## config.mk

```make
export PLATFORM = sky130hd
export DESIGN_NAME = t20_match_ctrl_flat
export DESIGN_NICKNAME = d
export VERILOG_FILES = /design/src/rtl/t20_match_ctrl_if.sv /design/src/rtl/t20_match_ctrl.sv /design/src/flat_wrapper.sv
export SDC_FILE = /design/constraint.sdc
export NUM_CORES = 1
export LEC_CHECK = 0
export CAP_MARGIN = 25
export CELL_PAD_IN_SITES_DETAIL_PLACEMENT = 1
export CELL_PAD_IN_SITES_GLOBAL_PLACEMENT = 2
export CORE_MARGIN = 1
export CORE_UTILIZATION = 29
export DETAILED_ROUTE_END_ITERATION = 10
export PLACE_DENSITY = 0.84
export SLEW_MARGIN = 40
export SYNTH_ARGS = -nofsm -noshare
export SYNTH_HDL_FRONTEND = slang
export SYNTH_SLANG_ARGS = --single-unit
```

## constraint.sdc

```tcl
create_clock -name clk -period 3.8 [get_ports clk]
set_clock_uncertainty 0.05 [all_clocks]
set_input_delay 1.14 -clock clk [delete_from_list [all_inputs] [get_ports clk]]
set_output_delay 1.14 -clock clk [all_outputs]
set_load 0.03 [all_outputs]
```

## src/rtl/t20_match_ctrl_if.sv

```systemverilog
// Delivery/start inputs and scoreboard outputs of the T20 match controller.
// The bench drives through master; the controller attaches as slave.
interface t20_match_ctrl_if;
  logic       start;
  logic       ball_valid;
  logic [2:0] ball_runs;
  logic       ball_wicket;
  logic       ball_extra;
  logic [8:0] runs;
  logic [3:0] wickets;
  logic [4:0] overs;
  logic [2:0] balls;
  logic       innings;
  logic [8:0] target;
  logic       game_over;
  logic [1:0] winner;

  modport master (
    output start, ball_valid, ball_runs, ball_wicket, ball_extra,
    input  runs, wickets, overs, balls, innings, target, game_over, winner
  );

  modport slave (
    input  start, ball_valid, ball_runs, ball_wicket, ball_extra,
    output runs, wickets, overs, balls, innings, target, game_over, winner
  );
endinterface

```

## src/rtl/t20_match_ctrl.sv

```systemverilog
// Two-innings T20 match state controller: counts runs/wickets/balls/overs,
// sets the chase target and decides the result that enables the LED stage.
module t20_match_ctrl #(
  parameter int OVERS          = 20,
  parameter int BALLS_PER_OVER = 6,
  parameter int MAX_WICKETS    = 10
) (
  input logic            clk,
  input logic            rst_n,
  t20_match_ctrl_if.slave bus
);

  localparam logic [4:0] OVERS_L = 5'(OVERS);
  localparam logic [3:0] BPO_L   = 4'(BALLS_PER_OVER);
  localparam logic [3:0] MW_L    = 4'(MAX_WICKETS);
  localparam logic [8:0] RUNS_MAX = 9'd511;

  typedef enum logic [2:0] {IDLE, INN1, BREAK, INN2, DONE} state_t;

  state_t     state_reg, state_next;
  logic [8:0] runs_reg, runs_next;
  logic [3:0] wickets_reg, wickets_next;
  logic [4:0] overs_reg, overs_next;
  logic [2:0] balls_reg, balls_next;
  logic       innings_reg, innings_next;
  logic [8:0] target_reg, target_next;
  logic       game_over_reg, game_over_next;
  logic [1:0] winner_reg, winner_next;

  // Counter values as they would stand after the presented delivery.
  logic [2:0] clamped_runs;
  logic [9:0] run_sum;
  logic [8:0] ball_runs_sat;
  logic [3:0] ball_wickets;
  logic [3:0] balls_inc;
  logic [2:0] ball_balls;
  logic [4:0] ball_overs;
  logic       innings_end;
  logic [8:0] target_calc;

  assign clamped_runs  = (bus.ball_runs == 3'd7) ? 3'd6 : bus.ball_runs;
  assign run_sum       = {1'b0, runs_reg} + 10'(clamped_runs) + 10'(bus.ball_extra);
  assign ball_runs_sat = run_sum[9] ? RUNS_MAX : run_sum[8:0];
  assign ball_wickets  = (!bus.ball_extra && bus.ball_wicket) ? wickets_reg + 4'd1 : wickets_reg;
  assign balls_inc     = {1'b0, balls_reg} + 4'd1;

  always_comb begin
    ball_balls = balls_reg;
    ball_overs = overs_reg;
    if (!bus.ball_extra) begin
      if (balls_inc == BPO_L) begin
        ball_balls = 3'd0;
        ball_overs = overs_reg + 5'd1;
      end else begin
        ball_balls = balls_inc[2:0];
      end
    end
  end

  assign innings_end = (ball_wickets == MW_L) || (ball_overs == OVERS_L);
  assign target_calc = (ball_runs_sat == RUNS_MAX) ? RUNS_MAX : ball_runs_sat + 9'd1;

  always_comb begin
    state_next     = state_reg;
    runs_next      = runs_reg;
    wickets_next   = wickets_reg;
    overs_next     = overs_reg;
    balls_next     = balls_reg;
    innings_next   = innings_reg;
    target_next    = target_reg;
    game_over_next = game_over_reg;
    winner_next    = winner_reg;

    case (state_reg)
      IDLE, DONE: begin
        if (bus.start) begin
          state_next     = INN1;
          runs_next      = '0;
          wickets_next   = '0;
          overs_next     = '0;
          balls_next     = '0;
          innings_next   = 1'b0;
          target_next    = '0;
          game_over_next = 1'b0;
          winner_next    = 2'b00;
        end
      end
      BREAK: begin
        if (bus.start) begin
          state_next   = INN2;
          runs_next    = '0;
          wickets_next = '0;
          overs_next   = '0;
          balls_next   = '0;
          innings_next = 1'b1;
        end
      end
      INN1, INN2: begin
        if (bus.ball_valid) begin
          runs_next    = ball_runs_sat;
          wickets_next = ball_wickets;
          overs_next   = ball_overs;
          balls_next   = ball_balls;
          if (state_reg == INN1) begin
            if (innings_end) begin
              target_next = target_calc;
              state_next  = BREAK;
            end
          end else if (ball_runs_sat >= target_reg) begin
            // A winning ball beats an all-out or overs-complete on the same delivery.
            winner_next    = 2'b10;
            game_over_next = 1'b1;
            state_next     = DONE;
          end else if (innings_end) begin
            winner_next    = (ball_runs_sat == target_reg - 9'd1) ? 2'b11 : 2'b01;
            game_over_next = 1'b1;
            state_next     = DONE;
          end
        end
      end
      default: state_next = IDLE;
    endcase
  end

  always_ff @(posedge clk or negedge rst_n) begin
    if (!rst_n) begin
      state_reg     <= IDLE;
      runs_reg      <= '0;
      wickets_reg   <= '0;
      overs_reg     <= '0;
      balls_reg     <= '0;
      innings_reg   <= 1'b0;
      target_reg    <= '0;
      game_over_reg <= 1'b0;
      winner_reg    <= 2'b00;
    end else begin
      state_reg     <= state_next;
      runs_reg      <= runs_next;
      wickets_reg   <= wickets_next;
      overs_reg     <= overs_next;
      balls_reg     <= balls_next;
      innings_reg   <= innings_next;
      target_reg    <= target_next;
      game_over_reg <= game_over_next;
      winner_reg    <= winner_next;
    end
  end

  assign bus.runs      = runs_reg;
  assign bus.wickets   = wickets_reg;
  assign bus.overs     = overs_reg;
  assign bus.balls     = balls_reg;
  assign bus.innings   = innings_reg;
  assign bus.target    = target_reg;
  assign bus.game_over = game_over_reg;
  assign bus.winner    = winner_reg;

endmodule
```

## src/flat_wrapper.sv

```systemverilog
// flat-port wrapper written by rule: the top's interface ports become plain ports
module t20_match_ctrl_flat 
#(
  parameter int OVERS          = 20,
  parameter int BALLS_PER_OVER = 6,
  parameter int MAX_WICKETS    = 10
)
  (clk, rst_n, bus_start, bus_ball_valid, bus_ball_runs, bus_ball_wicket, bus_ball_extra, bus_runs, bus_wickets, bus_overs, bus_balls, bus_innings, bus_target, bus_game_over, bus_winner);
  t20_match_ctrl_if bus_i ();
  input logic clk;
  input logic rst_n;
  input wire logic [$bits(bus_i.start)-1:0] bus_start;
  input wire logic [$bits(bus_i.ball_valid)-1:0] bus_ball_valid;
  input wire logic [$bits(bus_i.ball_runs)-1:0] bus_ball_runs;
  input wire logic [$bits(bus_i.ball_wicket)-1:0] bus_ball_wicket;
  input wire logic [$bits(bus_i.ball_extra)-1:0] bus_ball_extra;
  output wire logic [$bits(bus_i.runs)-1:0] bus_runs;
  output wire logic [$bits(bus_i.wickets)-1:0] bus_wickets;
  output wire logic [$bits(bus_i.overs)-1:0] bus_overs;
  output wire logic [$bits(bus_i.balls)-1:0] bus_balls;
  output wire logic [$bits(bus_i.innings)-1:0] bus_innings;
  output wire logic [$bits(bus_i.target)-1:0] bus_target;
  output wire logic [$bits(bus_i.game_over)-1:0] bus_game_over;
  output wire logic [$bits(bus_i.winner)-1:0] bus_winner;
  assign bus_i.start = bus_start;
  assign bus_i.ball_valid = bus_ball_valid;
  assign bus_i.ball_runs = bus_ball_runs;
  assign bus_i.ball_wicket = bus_ball_wicket;
  assign bus_i.ball_extra = bus_ball_extra;
  assign bus_runs = bus_i.runs;
  assign bus_wickets = bus_i.wickets;
  assign bus_overs = bus_i.overs;
  assign bus_balls = bus_i.balls;
  assign bus_innings = bus_i.innings;
  assign bus_target = bus_i.target;
  assign bus_game_over = bus_i.game_over;
  assign bus_winner = bus_i.winner;
  t20_match_ctrl #(.OVERS(OVERS), .BALLS_PER_OVER(BALLS_PER_OVER), .MAX_WICKETS(MAX_WICKETS)) u_core (.clk(clk), .rst_n(rst_n), .bus(bus_i));
endmodule
```

# --- Yosys cells after proc, flatten, opt, wreduce, memory -nomap -nowiden ---
# Cells that the tools add are included.
classes:
  n_lt_le_gt_ge: 1
  reduce_logical: 16
  n_addsub: 7
  eq_ne: 20
  muxes: 47
ops:
  columns: ["op", "n"]
  rows:
  - ["$mux 9", 7]
  - ["$mux 3", 12]
  - ["$pmux 9 s2", 2]
  - ["$mux 5", 4]
  - ["$reduce_and 5->1", 3]
  - ["$mux 2", 6]
  - ["$mux 4", 3]
  - ["$add 10x1->10", 1]
  - ["$add 9x3->10", 1]
  - ["$ne 2x2->1 const B", 5]
  - ["$pmux 5 s2", 1]
  - ["$add 9x1->9 const B", 1]
  - ["$eq 9x9->1", 1]
  - ["$eq 9x9->1 const B", 1]
  - ["$ge 9x9->1", 1]
  - ["$pmux 3 s3", 1]
  - ["$sub 9x1->9 const B", 1]
  - ["$pmux 4 s2", 1]
  - ["$eq 3x2->1 const B", 2]
  - ["$eq 3x3->1 const B", 2]
  - ["$mux 1", 6]
  - ["$ne 2x1->1 const B", 3]
  - ["$pmux 3 s2", 1]
  - ["$reduce_and 3->1", 2]
  - ["19 further kinds", 23]
totals:
  reg_bits: 37

# --- Depth between registers and ports, before layout ---
logic_depth:
  depth_word: 12
  mapped_depth: 17

# --- Least setup slack after synthesis ---
# OpenSTA, ideal clock, no wires.
synth_timing:
  path_kind: "input port to flip-flop"
  start: "in bus_ball_runs[2]"
  end: "reg u_core.winner_reg[0] (netlist: u_core.bus.winner[0])"
  required_ns: 3.625
  cell_stages: 17
  t_arrival_ns: 4.265
  slack_ns: -0.640
  path_cell_list: "nand2_1 nand2_1 fa_1 fa_1 nor2b_1 o21ai_0 xnor2_1 nor2_1 inv_1 ha_1 o21ai_0 o21ai_0 a21oi_1 o21bai_1 nor2_1 a21oi_1 mux2_2"
synth_via:
  elab_chain_cells: 10
synth_rtl:
  columns: ["item", "line_no", "text"]
  rows:
  - ["start, declared", "flat_wrapper.sv:14", "input wire logic [$bits(bus_i.ball_runs)-1:0] bus_ball_runs;"]
  - ["$eq 3x3->1", "t20_match_ctrl.sv:41", "assign clamped_runs = (bus.ball_runs == 3'd7) ? 3'd6 : bus.ball_runs;"]
  - ["$mux 3 (*)", "t20_match_ctrl.sv:41", null]
  - ["$add 9x3->10 (*)", "t20_match_ctrl.sv:42", "assign run_sum = {1'b0, runs_reg} + 10'(clamped_runs) + 10'(bus.ball_extra);"]
  - ["$add 10x1->10 (*)", "t20_match_ctrl.sv:42", null]
  - ["$mux 9 (*)", "t20_match_ctrl.sv:43", "assign ball_runs_sat = run_sum[9] ? RUNS_MAX : run_sum[8:0];"]
  - ["$ge 9x9->1 (*)", "t20_match_ctrl.sv:109", "end else if (ball_runs_sat >= target_reg) begin"]
  - ["$mux 2", "t20_match_ctrl.sv:109", null]
  - ["$mux 2", "t20_match_ctrl.sv:104", "if (state_reg == INN1) begin"]
  - ["$mux 2", "t20_match_ctrl.sv:99", "if (bus.ball_valid) begin"]
  - ["$pmux 2 s2", "t20_match_ctrl.sv:74", "case (state_reg)"]
  - ["end signal, assigned", "t20_match_ctrl.sv:145", "winner_reg <= winner_next;"]
  - ["end, declared", "t20_match_ctrl.sv:28", "logic [1:0] winner_reg, winner_next;"]
# Mark *: on every way between the ends. The rest lies on a longest branch, timed or not. The select of a mux whose other input is x is not followed.
# A chain may end at the register's enable or synchronous reset.

# --- Worst setup path after layout ---
layout_timing:
  start: "in bus_ball_runs[1]"
  end: "reg u_core.winner_reg[1] (netlist: u_core.bus.winner[1])"
layout_via:
  elab_chain_cells: 12
layout_rtl:
  columns: ["item", "line_no"]
  rows:
  - ["$eq 3x3->1", "t20_match_ctrl.sv:41"]
  - ["$mux 3 (*)", "t20_match_ctrl.sv:41"]
  - ["$add 9x3->10 (*)", "t20_match_ctrl.sv:42"]
  - ["$add 10x1->10 (*)", "t20_match_ctrl.sv:42"]
  - ["$mux 9 (*)", "t20_match_ctrl.sv:43"]
  - ["branches (longest 7 deep; another with $ge 9x9->1)", null]
# Mark *: on every way between the ends. The select of a mux whose other input is x is not followed.

==> results_dict.tcl <==
set metrics [dict create \
    status "finished, violations left" \
    violations "setup timing" \
    min_to "u_core.bus.innings$_DFFE_PN0P_" \
    cts_tree "yes" \
    synth_edf_count 0 \
    firstDrtPassIters 4 \
    rsz0062_at_grt "true" \
    setup_violations 6 \
    stdcell_count 551 \
    regToRegSetupSlack_ns 0.38 \
    routedWlPerCell_um 17.4 \
    cts.clk_slew.worst_paths_ns 0.08 \
    cp.arrival_ns 4.07 \
    drive_gt1_share_pct 23.0 \
    die_area_mm2 0.0101 \
    worst_slew_pin_slew_ns 0.819 \
    p_sw_w 0.00167 \
    clk_latency_ns 0.31 \
    synth_cell_types 49 \
    rr_endpoint "u_core.bus.winner[1]$_DFFE_PN0P_" \
    worstSetupPathType "primary input to register" \
    num_vias 2891 \
    crit_fanout 3 \
    initial_core_util_pct 30.3 \
    clkPwrFrac_pct 11.0 \
    r2r_start "u_core.bus.runs[0]$_DFFE_PN0P_" \
    switching_share_pct 47.9 \
    powerDensity_mw_per_mm2 877 \
    yosysWarnings 0 \
    place.gp.congestion 0.937 \
    worst_slack_ns -0.137 \
    fin_nets 449 \
    final_hold_viol_count 0 \
    drc 0 \
    grt_overflow 0 \
    min_period_over_period_pct 104 \
    intPower_w 0.00182 \
    max-clock-path-buffers 2 \
    dp_hpwl_mm 6.87 \
    synthCells 336 \
    cts_max_level 2 \
    hp-start "u_core.bus.innings$_DFFE_PN0P_" \
    track_usage_pct 19.6 \
    crit_family "compound AO/OA/AOI/OAI gates" \
    crit_chain "buf_8, nand2_4, nand2_2, fa_2, fa_2, nor2b_4, o21ai_2, xor2_1, nand2_1, ha_4, a211oi_2, o21ai_1, a21oi_2, o21bai_4, o211a_1, a211oi_2, o31ai_2" \
    cp_slowest_cell "fa_2" \
    port-buffer-count 42 \
    grt_pass1_wl_mm 15.5 \
    viasPerCell 5.25 \
    syn_avg_cell_area_um2 8.40 \
    peakVddDrop_mv 0.368 \
    ys_seq_area_share_pct 32.8 \
    finalCriticalPeriod_ns 3.94 \
    syn_nets 364 \
    dpl_cell_area_mm2 0.00366 \
    cp-start-kind "primary input" \
    first_iter_violations 123 \
    cts_buffers 5 \
    ant_nets 0 \
    die_h_um 101 \
    fmax_mhz 254 \
    syn_area_mm2 0.00282 \
    ys_seq_elements 37 \
    p_seq_share_pct 19.8 \
    fp.dieW_um 101 \
    coreArea_mm2 0.00933 \
    drt_wl_total_mm 9.58 \
    area_delta_synth_final_pct 41.2 \
    std_cell_rows 35 \
    fin_area_mm2 0.00399 \
    rr_worst_depth 15 \
    cpPeakStageDelay_ns 0.38 \
    cts_sinks 37 \
    ios 43 \
    p_leak_nw 1.70 \
    crit_required_ns 3.93 \
    maxCapViolations 0 \
    grt_pass1_vias 3032 \
    holdCritPathClass "register to register" \
    num_antenna_cells 0 \
    combPwrFrac_pct 69.2 \
    path_buf_inv 1 \
    hold_path_depth 1 \
    async_flop_share_pct 100 \
    dp_cells 533 \
    report.final.slew_viol_count 0 \
    antenna_found_initial 0 \
    ys.flop_type "dfrtp_1" \
    cts_root_buf "clkbuf_8" \
    hold_buffers 0 \
    grt_start_max_net_pins 38 \
    end_kind "register" \
    maxSlewHeadroom_pct 45.2 \
]
[Yosys cell counts (4+ instances only)]
library cell | count | share of area, %
clkbuf_1 | 9 | 1.2
ha_1 | 17 | 7.5
nand3_1 | 9 | 1.6
a211o_1 | 4 | 1.2
nand2_1 | 39 | 5.2
o31ai_1 | 4 | 1.1
nand4_1 | 5 | 1.1
o21ai_0 | 44 | 7.8
xor2_1 | 10 | 3.1
a22o_1 | 5 | 1.6
mux2i_1 | 6 | 2.1
nor2_1 | 23 | 3.1
nand2b_1 | 7 | 1.6
nor3_1 | 7 | 1.2
a211oi_1 | 4 | 1.1
inv_1 | 21 | 2.8
xnor2_1 | 10 | 3.1
a21oi_1 | 23 | 4.1
nor2b_1 | 6 | 1.3
dfrtp_1 | 37 | 33
[timing repair]
item | in CTS | in global routing
setup buffers | 7 | 3
pin swaps | 14 | 9
setup endpoints to repair | 14 | 8
gates resized for setup | 30 | 23
gates cloned | 0 | 0
endpoints found under the hold margin | 0 | 0
[layout by cell type (no fill, tap or decap), types with 5 or more instances in the layout]
master           Yosys  final
o21ai_1              0      5
ha_1                17     14
nand3_1              9      9
nand2_1             39     37
a22o_1               5      5
clkdlybuf4s50_1      0     37
buf_4                0     46
nand4_1              5      5
xnor2_1             10      9
inv_1               21     19
mux2i_1              6      6
nand2b_1             7      7
dfrtp_1             37     37
nor3_1               7      5
xor2_1              10     10
nor2_1              23     20
a21oi_1             23     21
nor2b_1              6      5
o21ai_0             44     34
clkbuf_8             0      6
[logic make-up (layout without fill, tap and decap cells)]
logic type               Yosys count  count (layout)  synth area share, %
AO/OA/AOI/OAI                    106             106                 23.7
XOR/XNOR                          20              20                 6.21
adder cells (fa/ha/maj)           19              19                 8.95
buffers and inverters             31             117                 4.39
flip-flops                        37              37                 32.8
multiplexers                      10              10                 3.81
AND/OR/NAND/NOR                  113             113                 20.2
[final cells by class]
cell class,count,area (um2)
fillers,1111,5340
multi-input cells,268,1940
flip-flops and latches,37,926
repair buffers,88,763
well taps,129,161
clock buffers,6,82.6
inverters,21,78.8
clock inverters,2,37.5
[through the flow]
stage / util, % / hold WS (ns) / worst slack, ns / setup TNS, ns / total power (W)
after global routing: 42.7 / 0.503 / -0.283 / -1.48 / 0.00375
after global placement: 39.2 / 0.445 / -0.815 / -8.04 / 0.00267
final: 42.7 / 0.464 / -0.137 / -0.558 / 0.00349
after floorplan: - / 0.494 / -0.316 / -0.657 / 0.00191
after detailed placement: 39.2 / 0.451 / -0.931 / -9.50 / 0.00273
after CTS: 41.6 / 0.478 / -0.0516 / -0.0516 / 0.00326
[worst reg2reg max path, stage by stage, from the launching register on]
cell      delay, ns
dfrtp_1        0.39
inv_1          0.08
fa_2           0.40
fa_2           0.38
nor2b_4        0.18
o21ai_2        0.07
xor2_1         0.18
nand2_1        0.14
ha_4           0.27
a211oi_2       0.21
o21ai_1        0.13
a21oi_2        0.21
o21bai_4       0.11
o211a_1        0.23
a211oi_2       0.18
o31ai_2        0.09
[metal layers]
| layer | part of all wire [%] | vias up | track usage (%) |
|---|---|---|---|
| met5 | 0 | - | 0 |
| met4 | 2.1 | 0 | 5.24 |
| met3 | 2.2 | 14 | 2.22 |
| met2 | 47 | 46 | 33.1 |
| met1 | 48 | 1455 | 26.7 |
| li1 | - | 1376 | - |
[worst max-delay path by stage]
stage,startpoint,endpoint,slack [ns],cells after the start
floorplan,bus_ball_runs[2],u_core.bus.winner[0]$_DFFE_PN0P_,-0.32,17
global placement,bus_ball_runs[2],u_core.bus.winner[0]$_DFFE_PN0P_,-0.81,18
detailed placement,bus_ball_runs[2],u_core.bus.winner[0]$_DFFE_PN0P_,-0.93,18
CTS,bus_ball_runs[1],u_core.bus.winner[0]$_DFFE_PN0P_,-0.05,18
global route,bus_ball_runs[1],u_core.bus.winner[1]$_DFFE_PN0P_,-0.28,17
finish,bus_ball_runs[1],u_core.bus.winner[1]$_DFFE_PN0P_,-0.14,17
[power by group through the flow]
stage / clock (W) / sequential (W) / combinational (W)
finish: 0.000384 / 0.000691 / 0.00242
global route: 0.000409 / 0.000718 / 0.00262
CTS: 0.000390 / 0.000689 / 0.00218
detailed placement: 0 / 0.000695 / 0.00204
global placement: 0 / 0.000689 / 0.00199
floorplan: 0 / 0.000834 / 0.00108
Note: power is estimated with default switching activity, not from simulation.
